## src/rtl/riscv_trap_seq.sv

```systemverilog
// riscv_trap_seq: machine-mode trap sequencer for the RV32 core.
//
// On an exception, an enabled interrupt or an MRET it stalls the pipeline, walks the needed CSR
// accesses over the shared CSR port (request/grant), then issues a one-cycle PC redirect.
//
// Ports:
//   clk_i, arst_i             clock, asynchronous active-high reset
//   irq_timer_i, irq_ext_i    level interrupts (taken only when not already in a trap)
//   exc_valid_i/cause/pc      synchronous exception pulse, code and faulting PC
//   mret_i                    MRET retire pulse
//   next_pc_i                 PC of next unexecuted instruction (MEPC for interrupts)
//   stall_o                   high whenever a sequence is running
//   csr_req_o/we/addr/wdata   CSR port request, held stable until csr_gnt_i
//   csr_rdata_i, csr_gnt_i    CSR read data (valid in the grant cycle) and grant
//   redirect_o/redirect_pc_o  one-cycle redirect strobe and target
//
// Build option: define RISCV_TRAP_VECTORED_EN to honour mtvec vectored mode (mtvec[1:0] = 1) for
// interrupts. Without it every trap goes to the mtvec base.
module riscv_trap_seq #(
    parameter int unsigned XLEN   = 32,
    parameter int unsigned ADDR_W = 12
) (
    input  logic              clk_i,
    input  logic              arst_i,
    input  logic              irq_timer_i,
    input  logic              irq_ext_i,
    input  logic              exc_valid_i,
    input  logic [4:0]        exc_cause_i,
    input  logic [XLEN-1:0]   exc_pc_i,
    input  logic              mret_i,
    input  logic [XLEN-1:0]   next_pc_i,
    output logic              stall_o,
    output logic              csr_req_o,
    output logic              csr_we_o,
    output logic [ADDR_W-1:0] csr_addr_o,
    output logic [XLEN-1:0]   csr_wdata_o,
    input  logic [XLEN-1:0]   csr_rdata_i,
    input  logic              csr_gnt_i,
    output logic              redirect_o,
    output logic [XLEN-1:0]   redirect_pc_o
);

    localparam logic [ADDR_W-1:0] CsrMie   = ADDR_W'(12'h304);
    localparam logic [ADDR_W-1:0] CsrMtvec = ADDR_W'(12'h305);
    localparam logic [ADDR_W-1:0] CsrMepc  = ADDR_W'(12'h341);
    localparam logic [ADDR_W-1:0] CsrMcause = ADDR_W'(12'h342);

    localparam logic [XLEN-1:0] IrqExtCause   = {1'b1, {(XLEN-5){1'b0}}, 4'hB};
    localparam logic [XLEN-1:0] IrqTimerCause = {1'b1, {(XLEN-5){1'b0}}, 4'h7};

    typedef enum logic [2:0] {
        StIdle,
        StRdMie,
        StWrMepc,
        StWrMcause,
        StRdMtvec,
        StRdMepc,
        StRedirect
    } state_e;

    state_e            state_q, state_d;
    logic              in_trap_q, in_trap_d;
    logic              src_ext_q, src_ext_d;
    logic              is_mret_q, is_mret_d;
    logic [XLEN-1:0]   mepc_q, mepc_d;
    logic [XLEN-1:0]   cause_q, cause_d;
    logic [XLEN-1:0]   target_q, target_d;

    always_ff @(posedge clk_i or posedge arst_i) begin
        if (arst_i) begin
            state_q   <= StIdle;
            in_trap_q <= 1'b0;
            src_ext_q <= 1'b0;
            is_mret_q <= 1'b0;
            mepc_q    <= '0;
            cause_q   <= '0;
            target_q  <= '0;
        end else begin
            state_q   <= state_d;
            in_trap_q <= in_trap_d;
            src_ext_q <= src_ext_d;
            is_mret_q <= is_mret_d;
            mepc_q    <= mepc_d;
            cause_q   <= cause_d;
            target_q  <= target_d;
        end
    end

    always_comb begin
        state_d   = state_q;
        in_trap_d = in_trap_q;
        src_ext_d = src_ext_q;
        is_mret_d = is_mret_q;
        mepc_d    = mepc_q;
        cause_d   = cause_q;
        target_d  = target_q;

        stall_o       = (state_q != StIdle);
        csr_req_o     = 1'b0;
        csr_we_o      = 1'b0;
        csr_addr_o    = '0;
        csr_wdata_o   = '0;
        redirect_o    = 1'b0;
        redirect_pc_o = '0;

        unique case (state_q)
            StIdle: begin
                if (exc_valid_i) begin
                    mepc_d    = exc_pc_i;
                    cause_d   = XLEN'(exc_cause_i);
                    is_mret_d = 1'b0;
                    in_trap_d = 1'b1;
                    state_d   = StWrMepc;
                end else if (mret_i) begin
                    is_mret_d = 1'b1;
                    state_d   = StRdMepc;
                end else if (!in_trap_q && (irq_ext_i || irq_timer_i)) begin
                    // External wins over timer when both are pending.
                    mepc_d    = next_pc_i;
                    src_ext_d = irq_ext_i;
                    cause_d   = irq_ext_i ? IrqExtCause : IrqTimerCause;
                    is_mret_d = 1'b0;
                    state_d   = StRdMie;
                end
            end
            StRdMie: begin
                csr_req_o  = 1'b1;
                csr_addr_o = CsrMie;
                if (csr_gnt_i) begin
                    if ((src_ext_q && csr_rdata_i[11]) || (!src_ext_q && csr_rdata_i[7])) begin
                        in_trap_d = 1'b1;
                        state_d   = StWrMepc;
                    end else begin
                        // Masked: drop the interrupt silently.
                        state_d = StIdle;
                    end
                end
            end
            StWrMepc: begin
                csr_req_o   = 1'b1;
                csr_we_o    = 1'b1;
                csr_addr_o  = CsrMepc;
                csr_wdata_o = mepc_q;
                if (csr_gnt_i) state_d = StWrMcause;
            end
            StWrMcause: begin
                csr_req_o   = 1'b1;
                csr_we_o    = 1'b1;
                csr_addr_o  = CsrMcause;
                csr_wdata_o = cause_q;
                if (csr_gnt_i) state_d = StRdMtvec;
            end
            StRdMtvec: begin
                csr_req_o  = 1'b1;
                csr_addr_o = CsrMtvec;
                if (csr_gnt_i) begin
                    target_d = csr_rdata_i & ~XLEN'(3);
`ifdef RISCV_TRAP_VECTORED_EN
                    // Vectored mode applies to interrupts only (cause MSB set).
                    if (cause_q[XLEN-1] && (csr_rdata_i[1:0] == 2'b01)) begin
                        target_d = (csr_rdata_i & ~XLEN'(3)) + XLEN'({cause_q[4:0], 2'b00});
                    end
`endif
                    state_d = StRedirect;
                end
            end
            StRdMepc: begin
                csr_req_o  = 1'b1;
                csr_addr_o = CsrMepc;
                if (csr_gnt_i) begin
                    target_d = csr_rdata_i & ~XLEN'(1);
                    state_d  = StRedirect;
                end
            end
            StRedirect: begin
                redirect_o    = 1'b1;
                redirect_pc_o = target_q;
                if (is_mret_q) in_trap_d = 1'b0;
                state_d = StIdle;
            end
            default: state_d = StIdle;
        endcase
    end

endmodule

```

## config.mk

```make
export PLATFORM = sky130hd
export DESIGN_NAME = riscv_trap_seq
export DESIGN_NICKNAME = d
export VERILOG_FILES = /design/src/rtl/riscv_trap_seq.sv
export SDC_FILE = /design/constraint.sdc
export NUM_CORES = 1
export LEC_CHECK = 0
export CAP_MARGIN = 30
export CORE_UTILIZATION = 47
export CTS_BUF_LIST = sky130_fd_sc_hd__clkbuf_8
export CTS_CLUSTER_DIAMETER = 150
export DETAILED_ROUTE_END_ITERATION = 10
export GPL_ROUTABILITY_DRIVEN = 0
export GPL_TIMING_DRIVEN = 1
export HOLD_SLACK_MARGIN = 0.12
export PLACE_DENSITY_LB_ADDON = 0.05
export SLEW_MARGIN = 20
export SYNTH_ARGS = -nofsm -noshare
export SYNTH_HDL_FRONTEND = slang
export SYNTH_SLANG_ARGS = --single-unit
```

## constraint.sdc

```tcl
create_clock -name clk_i -period 4.2 [get_ports clk_i]
set_input_delay 1.05 -clock clk_i [delete_from_list [all_inputs] [get_ports clk_i]]
set_output_delay 1.05 -clock clk_i [all_outputs]
set_load 0.01 [all_outputs]
```

# Word level (Yosys, flattened, before mapping)
# Cells that the tools add are included.
# W data, S select, Z words.
[word_totals]
wordCells = 82
regBits = 102
[classes]
reduce_logical = 23
n_eq_ne = 17
bitwise_logic = 2
n_mux = 33
[ops]
columns = ["operator", "n"]
rows = [
  ["$mux W32", 9],
  ["$pmux W32 S2", 2],
  ["$pmux W10 S4", 1],
  ["$mux W3", 7],
  ["$ne A2 B2 Y1 const B", 9],
  ["$pmux W3 S5", 1],
  ["$mux W1", 10],
  ["$reduce_and A5 Y1", 2],
  ["$eq A3 B3 Y1 const B", 3],
  ["$reduce_bool A3 Y1", 3],
  ["$eq A3 B2 Y1 const B", 2],
  ["$reduce_and A3 Y1", 2],
  ["$reduce_or A2 Y1", 3],
  ["$reduce_or A5 Y1", 1],
  ["$mux W4", 1],
  ["$ne A4 B4 Y1 const B", 1],
  ["$reduce_and A4 Y1", 1],
  ["$reduce_bool A2 Y1", 2],
  ["$eq A3 B1 Y1 const B", 1],
  ["$logic_and A1 B1 Y1", 3],
  ["$logic_not A3 Y1", 1],
  ["$pmux W1 S3", 1],
  ["$logic_not A1 Y1", 2],
  ["$logic_or A1 B1 Y1", 2],
  ["4 further kinds", 5],
]

# Longest topological paths before layout
[logic_depth]
ltp_word = 6
ltp_mapped = 6
ltp_nobuf = 4

# Worst setup path before layout
# No wires, ideal clock.
[synth_timing]
kind = "register to output"
from = "reg state_q[2]"
to = "out csr_addr_o[9]"
path_slack_ps = 1637
n_path_buf = 3
t_arrival_ps = 1513
stages_incl_launch_ff = 6
cell_sequence = "dfrtp_1 -> buf_2 -> nor3_4 -> clkbuf_1 -> a21oi_1 -> buf_4"
[synth_via]
elab_chain_cells = 3
word_cells_on_any_way = 7
[synth_lines]
columns = ["element", "line_no", "source"]
rows = [
  ["from (decl)", "61", "state_e state_q, state_d;"],
  ["from (signal assigned)", "71", "state_q <= StIdle;"],
  ["from (signal assigned)", "79", "state_q <= state_d;"],
  ["$eq A3 B3 Y1 / $eq A3 B2 Y1 (equally long branches)", "106", "unique case (state_q)"],
  ["$reduce_or A2 Y1 (no line)", "n/a", ""],
  ["$pmux W10 S4 (*)", "106", ""],
  ["to (decl)", "35", "output logic [ADDR_W-1:0] csr_addr_o,"],
]
# Mark *: on every way between the ends. The rest lies on a longest branch, timed or not.

# Worst setup path after layout
[layout_timing]
from = "reg state_q[2]"
to = "out csr_addr_o[0]"
# The elaborated chain is that of the path after synthesis.

==> run_results.csv <==
group,metric,value,unit
status,status,"completed",
timing,clock.fmax,273,MHz
setup_path,path_max_fanout,27,
synthesis,syn_avg_cell_area,11.0,um^2
clock_network,clock_latency,340,ps
power,ir_drop,0.000410,V
timing,tns,0,ps
clock_network,cts_tree,"done",
floorplanning,die_w,95.8,um
synthesis,netlist_area,0.00413,mm^2
run,maxCapViolCount,0,
floorplanning,core_area,0.00834,mm^2
global_routing,antenna_found_initial,0,
drt,vias_per_cell,5.33,
timing,setup_viol,0,
clock_network,cts_resized,0,
floorplanning,pin_count,188,
setup_path,cp-start-kind,"flop",
placed_design,dp.cells,636,
timing,period_needed,3660,ps
power,p_per_area,638,mW/mm^2
setup_path,reg2reg_from,"state_q[0]$_DFFE_PP0P_",
setup_path,arrival,2610,ps
drt,drc,0,
synthesis,synthCells,377,
hold_path,hp-start,"target_q[21]$_DFFE_PP0P_",
setup_path,crit_buf_inv,2,
floorplanning,fp.dieH,95.8,um
final_layout,drive_above_1_share,0.177,
floorplanning,initial_core_util,0.495,
setup_path,crit_type,"reg2out",
setup_path,startpoint,"state_q[2]$_DFFE_PP0P_",
hold_path,worstHoldPathType,"reg2reg",
clock_network,cts_max_path_buffers,2,
drt,wl,10700,um
synthesis,ys_seq_elements,75,
setup_path,max_stage_delay,700,ps
floorplanning,row_count,33,
clock_network,cts_setup_buffers,0,
clock_network,cts_sinks,75,
global_routing,grt_pass1_wl,16200,um
global_routing,groute.usage.overall,0.231,
synthesis,yosysSeqAreaShare,0.454,
setup_path,slowest_stage,"dfrtp_1",
clock_network,cts_inserted_buffers,9,
power,power.leakage,2.55,nW
drt,dr.pass1.iters,4,
clock_network,hold_buffers,0,
synthesis,synth-main-ff-cell,"dfrtp_1",
power,power,0.00394,W
floorplanning,dieArea,0.00917,mm^2
clock_network,clockRootBuffer,"clkbuf_8",
synthesis,synth_warnings,0,
synthesis,synth.distinct_cells,33,
synthesis,synth_edf_count,0,
timing,layout_worst_path_cycle_share,0.871,
clock_network,htreeDepth,3,
timing,clock-skew-final,10.2,ps
placed_design,io_buffer_count,179,
timing,final_hold_viol_count,0,
timing,slew-limit-headroom,0.468,
timing,slew_viol_final,0,
final_layout,num_antenna_cells,0,
final_layout,areaGrowthSynthToFinish,49.5,%
setup_path,crit_chain,"nand2b_1, nor2_1, buf_4, or2_2, clkdlybuf4s50_1",
global_routing,gr-total-overflow,0,
global_routing,grt_start_max_net_pins,43,
drt,drtIter0Drc,90,
placed_design,hpwl,7510,um
global_routing,grt_pass1_vias,3439,
drt,drt-wirelength-per-cell,16.4,um
setup_path,endpoint_kind,"output port",
final_layout,fin_cells,652,
setup_path,worstPathRequired,3150,ps
setup_path,critPathTopFamily,"simple AND/OR/NAND/NOR gates",
drt,routed-via-count,3476,
drt,ant_nets,0,
clock_network,clk_pin_slew,80,ps
synthesis,async_flop_share,1.00,
timing,tightest_slew,798,ps
timing,rsz0062_at_grt,"false",
final_layout,layout.nets,650,
layout make-up:
type | count | area (um^2)
fillers | 623 | 2170
multi-input cells | 260 | 2040
repair buffers | 191 | 1880
flip-flops and latches | 75 | 1880
clock buffers | 11 | 151
well taps | 105 | 131
clock inverters | 5 | 76.3
inverters | 5 | 20.0
Yosys cell counts (5+ instances only):
master     count  share of area
dfrtp_1       75           0.45
nor2_1        46          0.042
o2bb2ai_1     33          0.070
and3_1        31          0.047
mux2_2        31          0.084
a2bb2oi_2     30           0.11
and2_1        27          0.041
clkbuf_1      22          0.020
buf_2         10          0.012
nand2_1        9         0.0082
buf_4          8          0.015
mux2i_1        7          0.017
a21oi_1        6         0.0073
o21ai_0        5         0.0061
through the flow:
step | hold slack, ps | setup slack, ps | utilization | area (um^2)
5_1_grt | 510 | 378 | 0.740 | 6170
3_5_place_dp | 480 | 880 | 0.713 | 5950
3_3_place_gp | 458 | 890 | 0.713 | 5950
2_1_floorplan | 442 | 1240 | - | 4150
4_1_cts | 504 | 489 | 0.740 | 6170
6_report | 502 | 544 | 0.740 | 6170
per-layer routing:
layer,wire (um),vias up,part of all wire,GRT usage
met5,0,-,0,0
met4,58,0,0.0054,0.0734
met3,806,5,0.075,0.0632
met2,5540,113,0.52,0.411
met1,4290,1692,0.40,0.270
li1,-,1666,-,-
power breakdown:
part	switching (W)	internal, W
clock network	0.000253	0.000364
registers	0.000244	0.00107
logic	0.000844	0.00117
total	0.00134	0.00260
cells by family after synthesis:
family | after synthesis | synth area share
AO/OA/AOI/OAI | 91 | 0.227
flip-flops | 75 | 0.454
buffers and inverters | 48 | 0.0594
AND/OR/NAND/NOR | 123 | 0.155
XOR/XNOR | 1 | 0.00212
other | 1 | 0.000908
multiplexers | 38 | 0.101
worst reg2reg max path, cell delays in order (launching register included):
cell and delay [ps]:
dfrtp_1 680, nor3_4 260, buf_4 350, inv_2 110
a21oi_4 110, buf_4 470, a2bb2oi_1 220
flip-flops by register name, indices dropped and copies added (netlist names):
name       flops
mepc_q        32
target_q      31
cause_q        6
state_q        3
in_trap_q      1
is_mret_q      1
src_ext_q      1
worst paths after layout:
| check | endpoint | cells past startpoint | slack (ps) |
|---|---|---|---|
| worst max-delay path | csr_addr_o[0] | 5 | 540 |
| worst min-delay path | target_q[21]$_DFFE_PP0P_ | 1 | 500 |
| worst max register to register | mepc_q[0]$_DFFE_PP0P_ | 6 | 1920 |
| worst min register to register | target_q[21]$_DFFE_PP0P_ | 1 | 500 |
| max in group asynchronous | cause_q[3]$_DFFE_PP0P_ | 3 | 2420 |
| min in group asynchronous | mepc_q[25]$_DFFE_PP0P_ | 2 | 1010 |
cells in the final DEF, fill, tap and decap left out, types with 5 or more instances in the layout:
cell type	synthesis	layout
o2bb2ai_1	33	33
a2bb2oi_2	30	30
a21oi_1	6	6
clkbuf_8	0	11
and3_1	31	31
buf_4	8	12
dfrtp_1	75	75
conb_1	1	7
o21ai_0	5	5
and2_1	27	27
clkdlybuf4s50_1	0	179
mux2i_1	7	7
nor2_1	46	45
mux2_2	31	31
nand2_1	9	9
Note: power is estimated with default switching activity, not from simulation.
